File: config.mk
export PLATFORM = sky130hd
export DESIGN_NAME = vga_anim_ctrl_flat
export DESIGN_NICKNAME = d
export VERILOG_FILES = /design/src/rtl/vga_anim_ctrl_if.sv /design/src/rtl/vga_anim_ctrl.sv /design/src/flat_wrapper.sv
export SDC_FILE = /design/constraint.sdc
export NUM_CORES = 1
export LEC_CHECK = 0
export CORE_MARGIN = 2
export CORE_UTILIZATION = 55
export DETAILED_ROUTE_END_ITERATION = 12
export GPL_ROUTABILITY_DRIVEN = 0
export PLACE_DENSITY = 0.77
export REMOVE_ABC_BUFFERS = 1
export SLEW_MARGIN = 20
export SYNTH_ARGS = -nofsm -noshare
export SYNTH_HDL_FRONTEND = slang
export SYNTH_SLANG_ARGS = --single-unit
File: constraint.sdc
create_clock -name clk -period 4.6 [get_ports clk]
set_input_delay 1.38 -clock clk [delete_from_list [all_inputs] [get_ports clk]]
set_output_delay 1.38 -clock clk [all_outputs]
set_load 0.005 [all_outputs]
File: src/rtl/vga_anim_ctrl_if.sv
// Control/config bundle between the frame timing, board buttons and the animation sequencer.
// Latency: none (plain signal grouping).
// Backpressure: none; config outputs are level signals, cfg_update marks a new set.
// Ports (bundle members):
//   frame_start  - 1-cycle pulse at the first pixel of every frame
//   btn_*_n      - raw active-low board buttons (asynchronous)
//   offset, mode, palette_rot, speed, paused - per-frame config for the pixel datapath
//   cfg_update   - 1-cycle pulse on the cycle the config outputs changed
interface vga_anim_ctrl_if;
  logic        frame_start;
  logic        btn_pause_n;
  logic        btn_speed_n;
  logic        btn_mode_n;
  logic [31:0] offset;
  logic [1:0]  mode;
  logic [4:0]  palette_rot;
  logic [1:0]  speed;
  logic        paused;
  logic        cfg_update;

  // master: the sequencer (consumes timing/buttons, produces config)
  modport master (
    input  frame_start, btn_pause_n, btn_speed_n, btn_mode_n,
    output offset, mode, palette_rot, speed, paused, cfg_update
  );

  // slave: timing generator / board / datapath side
  modport slave (
    output frame_start, btn_pause_n, btn_speed_n, btn_mode_n,
    input  offset, mode, palette_rot, speed, paused, cfg_update
  );
endinterface

File: src/rtl/vga_anim_ctrl.sv
// Frame-synchronous animation sequencer: debounced buttons drive run/pause, speed and mode.
// Latency: button press -> event 2+DEBOUNCE_CYCLES clk; frame_start -> new config next cycle.
// Backpressure: none; events are held as sticky pending flags until the next frame_start.
// Ports:
//   clk  - pixel clock
//   rst  - asynchronous active-high reset
//   bus  - vga_anim_ctrl_if.master: frame_start and raw buttons in; offset, mode,
//          palette_rot, speed, paused and cfg_update out (all registered)
module vga_anim_ctrl #(
  parameter int DEBOUNCE_CYCLES = 250000,
  parameter int PAL_DIV         = 8,
  parameter int PAL_ENTRIES     = 18
) (
  input  logic           clk,
  input  logic           rst,
  vga_anim_ctrl_if.master bus
);

  // Counter only needs to reach DEBOUNCE_CYCLES-1
  localparam int CW = (DEBOUNCE_CYCLES > 1) ? $clog2(DEBOUNCE_CYCLES) : 1;
  localparam int DW = (PAL_DIV > 1) ? $clog2(PAL_DIV) : 1;
  localparam logic [CW-1:0] CNT_LAST = CW'(DEBOUNCE_CYCLES - 1);
  localparam logic [DW-1:0] DIV_LAST = DW'(PAL_DIV - 1);
  localparam logic [4:0]    PAL_LAST = 5'(PAL_ENTRIES - 1);

  // Button index: 0 pause, 1 speed, 2 mode
  localparam int B_PAUSE = 0;
  localparam int B_SPEED = 1;
  localparam int B_MODE  = 2;

  typedef enum logic {
    ST_RUN,
    ST_PAUSED
  } state_t;

  logic [2:0]    btn_raw;
  logic [2:0]    sync1;
  logic [2:0]    sync2;
  logic [2:0]    stable;
  logic [CW-1:0] db_cnt [3];
  logic [2:0]    press_evt;

  logic          pend_pause;
  logic          pend_speed;
  logic          pend_mode;

  state_t        state_q;
  state_t        state_d;
  logic          advance;
  logic [1:0]    speed_nx;

  logic [31:0]   offset_q;
  logic [1:0]    mode_q;
  logic [4:0]    pal_q;
  logic [1:0]    speed_q;
  logic [DW-1:0] div_q;
  logic          cfg_update_q;

  assign btn_raw = {bus.btn_mode_n, bus.btn_speed_n, bus.btn_pause_n};

  // Synchroniser + debouncer. Buttons are active-low, so '1' is the released state.
  // The counter runs only while the synced level disagrees with the stable level and
  // restarts whenever they agree again, so a bounce back restarts the stability window.
  always_ff @(posedge clk or posedge rst) begin
    if (rst) begin
      sync1  <= '1;
      sync2  <= '1;
      stable <= '1;
      for (int i = 0; i < 3; i++) begin
        db_cnt[i] <= '0;
      end
    end else begin
      sync1 <= btn_raw;
      sync2 <= sync1;
      for (int i = 0; i < 3; i++) begin
        if (sync2[i] == stable[i]) begin
          db_cnt[i] <= '0;
        end else if (db_cnt[i] == CNT_LAST) begin
          stable[i] <= sync2[i];
          db_cnt[i] <= '0;
        end else begin
          db_cnt[i] <= db_cnt[i] + CW'(1);
        end
      end
    end
  end

  // Press event: the cycle in which stable is about to go released -> pressed
  always_comb begin
    press_evt = '0;
    for (int i = 0; i < 3; i++) begin
      press_evt[i] = stable[i] && !sync2[i] && (db_cnt[i] == CNT_LAST);
    end
  end

  // Pending flags. frame_start consumes what was pending before this cycle; an event
  // landing on the frame_start cycle itself survives for the following frame.
  always_ff @(posedge clk or posedge rst) begin
    if (rst) begin
      pend_pause <= 1'b0;
      pend_speed <= 1'b0;
      pend_mode  <= 1'b0;
    end else if (bus.frame_start) begin
      pend_pause <= press_evt[B_PAUSE];
      pend_speed <= press_evt[B_SPEED];
      pend_mode  <= press_evt[B_MODE];
    end else begin
      pend_pause <= pend_pause | press_evt[B_PAUSE];
      pend_speed <= pend_speed | press_evt[B_SPEED];
      pend_mode  <= pend_mode  | press_evt[B_MODE];
    end
  end

  always_ff @(posedge clk or posedge rst) begin
    if (rst) begin
      state_q <= ST_RUN;
    end else begin
      state_q <= state_d;
    end
  end

  // Run/pause decisions are made only on frame_start
  always_comb begin
    state_d = state_q;
    advance = 1'b0;
    if (bus.frame_start) begin
      case (state_q)
        ST_RUN: begin
          if (pend_pause) begin
            state_d = ST_PAUSED;
          end else begin
            advance = 1'b1;
          end
        end
        ST_PAUSED: begin
          if (pend_pause) begin
            state_d = ST_RUN;
            advance = 1'b1;
          end
        end
        default: state_d = ST_RUN;
      endcase
    end
  end

  // A speed change requested for this frame already applies to this frame's step
  assign speed_nx = pend_speed ? (speed_q + 2'd1) : speed_q;

  always_ff @(posedge clk or posedge rst) begin
    if (rst) begin
      offset_q     <= '0;
      mode_q       <= '0;
      pal_q        <= '0;
      speed_q      <= '0;
      div_q        <= '0;
      cfg_update_q <= 1'b0;
    end else begin
      cfg_update_q <= bus.frame_start;
      if (bus.frame_start) begin
        speed_q <= speed_nx;
        if (pend_mode) begin
          mode_q <= mode_q + 2'd1;
        end
        if (advance) begin
          offset_q <= offset_q + (32'd1 << speed_nx);
          if (div_q == DIV_LAST) begin
            div_q <= '0;
            pal_q <= (pal_q == PAL_LAST) ? 5'd0 : (pal_q + 5'd1);
          end else begin
            div_q <= div_q + DW'(1);
          end
        end
      end
    end
  end

  assign bus.offset      = offset_q;
  assign bus.mode        = mode_q;
  assign bus.palette_rot = pal_q;
  assign bus.speed       = speed_q;
  assign bus.paused      = (state_q == ST_PAUSED);
  assign bus.cfg_update  = cfg_update_q;

endmodule

File: src/flat_wrapper.sv
// flat-port wrapper written by rule: the top's interface ports become plain ports
module vga_anim_ctrl_flat 
#(
  parameter int DEBOUNCE_CYCLES = 250000,
  parameter int PAL_DIV         = 8,
  parameter int PAL_ENTRIES     = 18
)
  (clk, rst, bus_frame_start, bus_btn_pause_n, bus_btn_speed_n, bus_btn_mode_n, bus_offset, bus_mode, bus_palette_rot, bus_speed, bus_paused, bus_cfg_update);
  vga_anim_ctrl_if bus_i ();
  input  logic clk;
  input  logic rst;
  input wire logic [$bits(bus_i.frame_start)-1:0] bus_frame_start;
  input wire logic [$bits(bus_i.btn_pause_n)-1:0] bus_btn_pause_n;
  input wire logic [$bits(bus_i.btn_speed_n)-1:0] bus_btn_speed_n;
  input wire logic [$bits(bus_i.btn_mode_n)-1:0] bus_btn_mode_n;
  output wire logic [$bits(bus_i.offset)-1:0] bus_offset;
  output wire logic [$bits(bus_i.mode)-1:0] bus_mode;
  output wire logic [$bits(bus_i.palette_rot)-1:0] bus_palette_rot;
  output wire logic [$bits(bus_i.speed)-1:0] bus_speed;
  output wire logic [$bits(bus_i.paused)-1:0] bus_paused;
  output wire logic [$bits(bus_i.cfg_update)-1:0] bus_cfg_update;
  assign bus_i.frame_start = bus_frame_start;
  assign bus_i.btn_pause_n = bus_btn_pause_n;
  assign bus_i.btn_speed_n = bus_btn_speed_n;
  assign bus_i.btn_mode_n = bus_btn_mode_n;
  assign bus_offset = bus_i.offset;
  assign bus_mode = bus_i.mode;
  assign bus_palette_rot = bus_i.palette_rot;
  assign bus_speed = bus_i.speed;
  assign bus_paused = bus_i.paused;
  assign bus_cfg_update = bus_i.cfg_update;
  vga_anim_ctrl #(.DEBOUNCE_CYCLES(DEBOUNCE_CYCLES), .PAL_DIV(PAL_DIV), .PAL_ENTRIES(PAL_ENTRIES)) u_core (.clk(clk), .rst(rst), .bus(bus_i));
endmodule
==> out/qor.csv, run 1 <==
metric,value,unit
status,"finished, final reports clean",
Max Slew Vio Count,0,
I/O pins,49,
CP Class,input pin to flop,
# resized after CTS,0,
global route total overflow,0,
H-tree lvl count,3,
core area,9280,um^2
DRT Pass-1 Iters,4,
P_leak,0.00266,uW
cell area after synthesis,5280,um^2
worst clock skew,0.0191,ns
clk_lat worst skew,0.37,ns
Area Overhead vs Synth,14.7,%
Worst EP arrival,3.41,ns
clock-pin slew on the worst setup and hold paths,0.11,ns
Post-CTS Setup Inserts,0,
FF-to-FF setup slack,2.05,ns
"Warnings, synthesis",0,
DR WL/cell,13.9,um
cts hold-fix bufs,0,
Worst path top cell family by delay,simple AND/OR/NAND/NOR gates,
max_cap viols,0,
Unique masters post-synth,44,
synthesized flop and latch total,112,
full die area,10400,um^2
ANT cells,0,
CTS tree,built,
Setup TNS,0,ns
CP max-delay cell,clkdlybuf4s50_1,
share of cells above drive strength 1,0.0719,
initial core utilization,0.568,
Crit Path Max Fanout,13,
DRC,0,
DIE WIDTH,102,um
max incr delay on CP,0.75,ns
VDD IR-drop max,169,uV
RR Startpoint,u_core.bus.speed[0],
DIE HEIGHT,102,um
fin crit share,0.679,
CP Launch Type,input pin,
Final Hold Viols,0,
initial antenna violation count,0,
final setup violation count,0,
register area share after synthesis,0.533,
worst setup margin,1.48,ns
Via Count,3665,
pwr/cell area,328,nW/um^2
Setup crit end kind,flop,
pin count of the biggest net entering global routing,59,
reg2reg end,u_core.bus.offset[18],
worst path bufs/invs,1,
Iter 0 DRT Violations,109,
"FFs w/ async S/R, synth",1.00,
FMAX,0.320,GHz
worst path cell trace,"clkdlybuf4s50_1, and4_1, nand4_1, nor4_4, and3_1, xor2_1",
Mapped Cells,503,
vias in the first global route,3545,
Final Critical Period,3.12,ns
post-route ant nets,0,
Worst path depth,6,
# nets final,572,
ys flop type,dfrtp_1,
Worst Tran Pin Value,0.735,ns
clock buffer count from CTS,9,
Worst Hold Class,flop to flop,
first-pass GRT wire length,16400,um
final core utilization,0.652,
Site Rows,35,
Via density,5.35,
clk sinks,112,
RSZ-0062 raised after global routing,false,
clock tree buffer depth,2,
Post-synth EDFFs,0,
Place WS,1.12,ns
crit path launch,bus_frame_start,
clock root buffer,clkbuf_8,
Buffers on Ports,48,
worst reg2reg path depth,9,
Required @ worst endpoint,4.89,ns
Routed WL,9520,um
Fillers,723,
syn avg cell area,10.5,um^2
Rel. slew slack,0.506,
GRT Total Usage,0.198,
Setup crit end,u_core.bus.offset[31],
HPWL after detailed placement,6680,um
[flip-flops by register name, indices dropped and copies added (netlist names)]
signal / cells
u_core.bus.cfg_update: 1
u_core.pend_mode: 1
u_core.bus.paused: 1
u_core.div_q: 3
u_core.bus.offset: 32
u_core.stable: 3
u_core.sync2: 3
u_core.bus.mode: 2
u_core.bus.palette_rot: 5
u_core.bus.speed: 2
u_core.pend_pause: 1
u_core.sync1: 3
u_core.pend_speed: 1
u_core.db_cnt: 54
[cells in the final DEF, fill, tap and decap left out, types with 2 or more instances in the layout]
| cell type | count |
|---|---|
| a211oi_1 | 2 |
| a21o_1 | 5 |
| a21oi_1 | 2 |
| and2_1 | 4 |
| and3_1 | 15 |
| and4_1 | 7 |
| clkbuf_8 | 10 |
| clkdlybuf4s50_1 | 48 |
| clkinv_4 | 3 |
| clkinvlp_4 | 2 |
| dfrtp_1 | 103 |
| dfstp_2 | 9 |
| ha_1 | 14 |
| inv_1 | 12 |
| mux2_2 | 3 |
| nand2_1 | 52 |
| nand2b_1 | 3 |
| nand3_1 | 35 |
| nand3b_1 | 5 |
| nand4_1 | 16 |
| nor2_1 | 73 |
| nor3_1 | 8 |
| nor4_1 | 4 |
| nor4_4 | 2 |
| nor4b_1 | 2 |
| o21ai_0 | 9 |
| or2_2 | 3 |
| or3_1 | 3 |
| or4_4 | 2 |
| xnor2_1 | 49 |
| xor2_1 | 36 |
[layer usage]
metal,track usage,part of all wire,up-vias,wire length (um)
li1,-,-,1785,-
met1,0.268,0.46,1792,4410
met2,0.326,0.49,77,4670
met3,0.0315,0.032,11,300
met4,0.0728,0.013,0,127
met5,0,0,-,0
[kinds of logic after synthesis]
group                      share of synthesized area
buffers and inverters                         0.0239
DFF                                            0.533
adders and majority gates                     0.0370
muxes                                        0.00640
and+or+nand+nor                                0.232
xor gates and xnor gates                       0.141
AOI/OAI and AO/OA                             0.0266
[cells in the mapped netlist, drive strengths merged, types with 5 or more instances]
master    n  area (um^2)
dfrtp   103         2580
nor2     73          274
nand2    52          195
xnor2    49          429
xor2     36          315
nand3    35          175
and3     16          101
nand4    16          100
ha       14          175
inv      13         48.8
dfstp     9          236
nor3      9         50.1
o21ai     9         45.0
and4      7         61.3
clkbuf    7         26.3
nor4      6         67.6
a21o      5         37.5
buf       5         51.3
nand3b    5         37.5
[power breakdown]
group | switching, uW | internal (uW) | total (uW) | leakage [uW]
Sequential | 72.8 | 1050 | 1120 | 0.00150
Clock | 338 | 219 | 557 | 0.0000906
Combinational | 144 | 163 | 307 | 0.00107
Total | 555 | 1430 | 1990 | 0.00266
[per-stage QoR]
| stage | instances | instance area [um^2] | total power (uW) | hold WS (ns) |
|---|---|---|---|---|
| 2_1_floorplan | 491 | 5200 | 1300 | 0.345 |
| 3_3_place_gp | 669 | 5860 | 1430 | 0.348 |
| 3_5_place_dp | 669 | 5860 | 1450 | 0.348 |
| 4_1_cts | 685 | 6050 | 2000 | 0.362 |
| 5_1_grt | 685 | 6050 | 2100 | 0.364 |
| 6_report | 685 | 6050 | 1990 | 0.360 |
[area by class of cell]
cell class              count  area, um^2  area share
clock inverters             6        52.6     0.00868
multi-input cells         366        2340       0.386
flip-flops and latches    112        2810       0.465
inverters                  13        51.3     0.00847
clock buffers              10         138      0.0227
well taps                 129         161      0.0267
repair buffers             49         500      0.0827
[worst min-delay path by stage]
stage               slack, ns       startpoint  cells past startpoint               to
floorplan                0.35  u_core.sync1[0]                      0  u_core.sync2[0]
global route             0.36  u_core.sync1[1]                      0  u_core.sync2[1]
CTS                      0.36  u_core.sync1[1]                      0  u_core.sync2[1]
finish                   0.36  u_core.sync1[1]                      0  u_core.sync2[1]
detailed placement       0.35  u_core.sync1[1]                      0  u_core.sync2[1]
global placement         0.35  u_core.sync1[1]                      0  u_core.sync2[1]
Power figures use the tool's default switching activity.
==> inputs of run 2 (changes only) <==
Clock period 4.6 ns to 3.3 ns, I/O delays scaled along.
==> run 2 against run 1 <==
  * Power is 39% higher
  * Worst hold slack gained 0.0030 ns
  * Utilization rose by 0.20 points
  * First-iteration DRC count shrank 27%
  * Design area up 0.31%
  * Sequential power is 39% higher
  * Combinational power up 39%
  * Final cell count grew 0.58%
  * Non-clock buffer count grew 4
  * Count of clock-buffer cells in the layout is the same
  * Register-to-register slack worse by 1.3 ns
==> out/qor.csv, run 2 (same netlist as run 1, synthesis figures left out) <==
metric,value,unit,change
first-pass GRT wire length,15900,um,was 16400 um
clock buffer count from CTS,9,,unchanged
DIE WIDTH,102,um,unchanged
ANT cells,0,,unchanged
most frequent cells in the layout,"103 x dfrtp_1, 73 x nor2_1, 52 x nand2_1",,unchanged
FMAX,0.395,GHz,
final setup violation count,0,,unchanged
CP Launch Type,flop,,was input pin
Final Hold Viols,0,,unchanged
RSZ-0062 raised after global routing,false,,unchanged
DRC,0,,unchanged
Site Rows,35,,unchanged
Worst Hold Class,flop to flop,,unchanged
Post-CTS Setup Inserts,0,,unchanged
global route total overflow,0,,unchanged
Setup crit end kind,flop,,unchanged
clk sinks,112,,unchanged
GRT Total Usage,0.194,,was 0.198
max reg flops,54,,unchanged
RR Startpoint,u_core.bus.speed[0],,unchanged
worst reg2reg path depth,9,,unchanged
crit path launch,u_core.bus.speed[0],,was bus_frame_start
I/O pins,49,,unchanged
DRT Pass-1 Iters,4,,unchanged
Rel. slew slack,0.502,,was 0.506
worst clock skew,0.0133,ns,was 0.0191 ns
CP Class,flop to flop,,was input pin to flop
CTS tree,built,,unchanged
status,"finished, final reports clean",,unchanged
pwr/cell area,453,nW/um^2,was 328 nW/um^2
"commonest non-fill, non-tap cell in the layout",dfrtp_1,,unchanged
WHS Path Cells,0,,unchanged
clock-pin slew on the worst setup and hold paths,0.11,ns,about the same
VDD IR-drop max,276,uV,was 169 uV
post-route ant nets,0,,unchanged
Required @ worst endpoint,3.57,ns,was 4.89 ns
DIE HEIGHT,102,um,unchanged
worst hold path endpoint,u_core.sync2[2],,was u_core.sync2[1]
# nets final,576,,was 572
HPWL after detailed placement,6540,um,was 6680 um
clock tree buffer depth,2,,unchanged
Area Overhead vs Synth,15.1,%,was 14.7%
Buffers on Ports,48,,unchanged
max_cap viols,0,,unchanged
P_leak,0.00268,uW,was 0.00266 uW
clk_lat worst skew,0.38,ns,was 0.37 ns
Routed WL,9080,um,was 9520 um
clock root buffer,clkbuf_8,,unchanged
vias in the first global route,3419,,was 3545
DR WL/cell,13.2,um,was 13.9 um
Max Slew Vio Count,0,,unchanged
share of cells above drive strength 1,0.0768,,was 0.0719
reg2reg end,u_core.bus.offset[18],,unchanged
Worst Tran Pin Value,0.740,ns,was 0.735 ns
core area,9280,um^2,unchanged
full die area,10400,um^2,unchanged
hold path start,u_core.sync1[2],,was u_core.sync1[1]
pin count of the biggest net entering global routing,51,,was 59
Crit Path Max Fanout,8,,was 13
Top reg by flops,u_core.db_cnt,,unchanged
Via density,5.30,,was 5.35
initial antenna violation count,0,,unchanged
post-layout instance area,6070,um^2,was 6050 um^2
Final Critical Period,2.53,ns,
fin crit share,0.768,,
Worst EP arrival,2.80,ns,was 3.41 ns
# resized after CTS,0,,unchanged
Min Hold Slack,0.363,ns,was 0.360 ns
Via Count,3654,,was 3665
cts hold-fix bufs,0,,unchanged
H-tree lvl count,3,,unchanged
initial core utilization,0.568,,unchanged
Iter 0 DRT Violations,80,,was 109
FF-to-FF setup slack,0.77,ns,was 2.05 ns
DP Area,5890,um^2,was 5860 um^2
==> run 2: routing by layer <==
metal / track usage / vias to the layer above / share of wire
li1: - / 1793 / -
met3: 0.0506 / 8 / 0.036
met1: 0.271 / 1790 / 0.48
met2: 0.298 / 63 / 0.48
met5: 0 / - / 0
met4: 0.0626 / 0 / 0.0090
==> run 2: power breakdown <==
part	total [uW]	switching [uW]	internal (uW)
combinational	426	197	229
clock	765	477	288
sequential	1560	101	1460
==> run 2: how the worst max path moves through the flow <==
stage               depth (start not counted)                    end  slack (ns)
floorplan                                   1  u_core.bus.cfg_update       -0.63
global placement                            6  u_core.bus.offset[31]        0.59
detailed placement                          6  u_core.bus.offset[31]        0.56
CTS                                         9  u_core.bus.offset[18]        0.75
global route                                9  u_core.bus.offset[30]        0.56
finish                                      9  u_core.bus.offset[18]        0.77
==> run 2: final cells by class <==
cell class	instances	area, um^2
Tap cell	129	161
Multi-Input combinational cell	366	2340
Sequential cell	112	2810
Clock inverter	6	51.3
Clock buffer	10	128
Fill cell	752	3210
Timing Repair Buffer	53	531
Inverter	13	51.3
==> run 2: worst max-delay path, stage by stage, from the launching register on <==
cell	delay (ns)
dfrtp_1	0.52
or3_1	0.16
nand2_1	0.05
ha_1	0.21
fa_1	0.42
a21o_1	0.19
a21oi_1	0.36
nor3_1	0.14
and4_1	0.24
xor2_1	0.14
==> run 2: through the flow <==
stage,setup TNS (ns),worst slack (ns),instances,util,power [uW]
finish,0,0.767,689,0.654,2750
global route,0,0.564,689,0.654,2910
detailed placement,0,0.558,673,0.635,2020
global placement,0,0.590,673,0.635,2000
floorplan,-65.31,-0.634,491,-,1810
CTS,0,0.748,689,0.654,2790
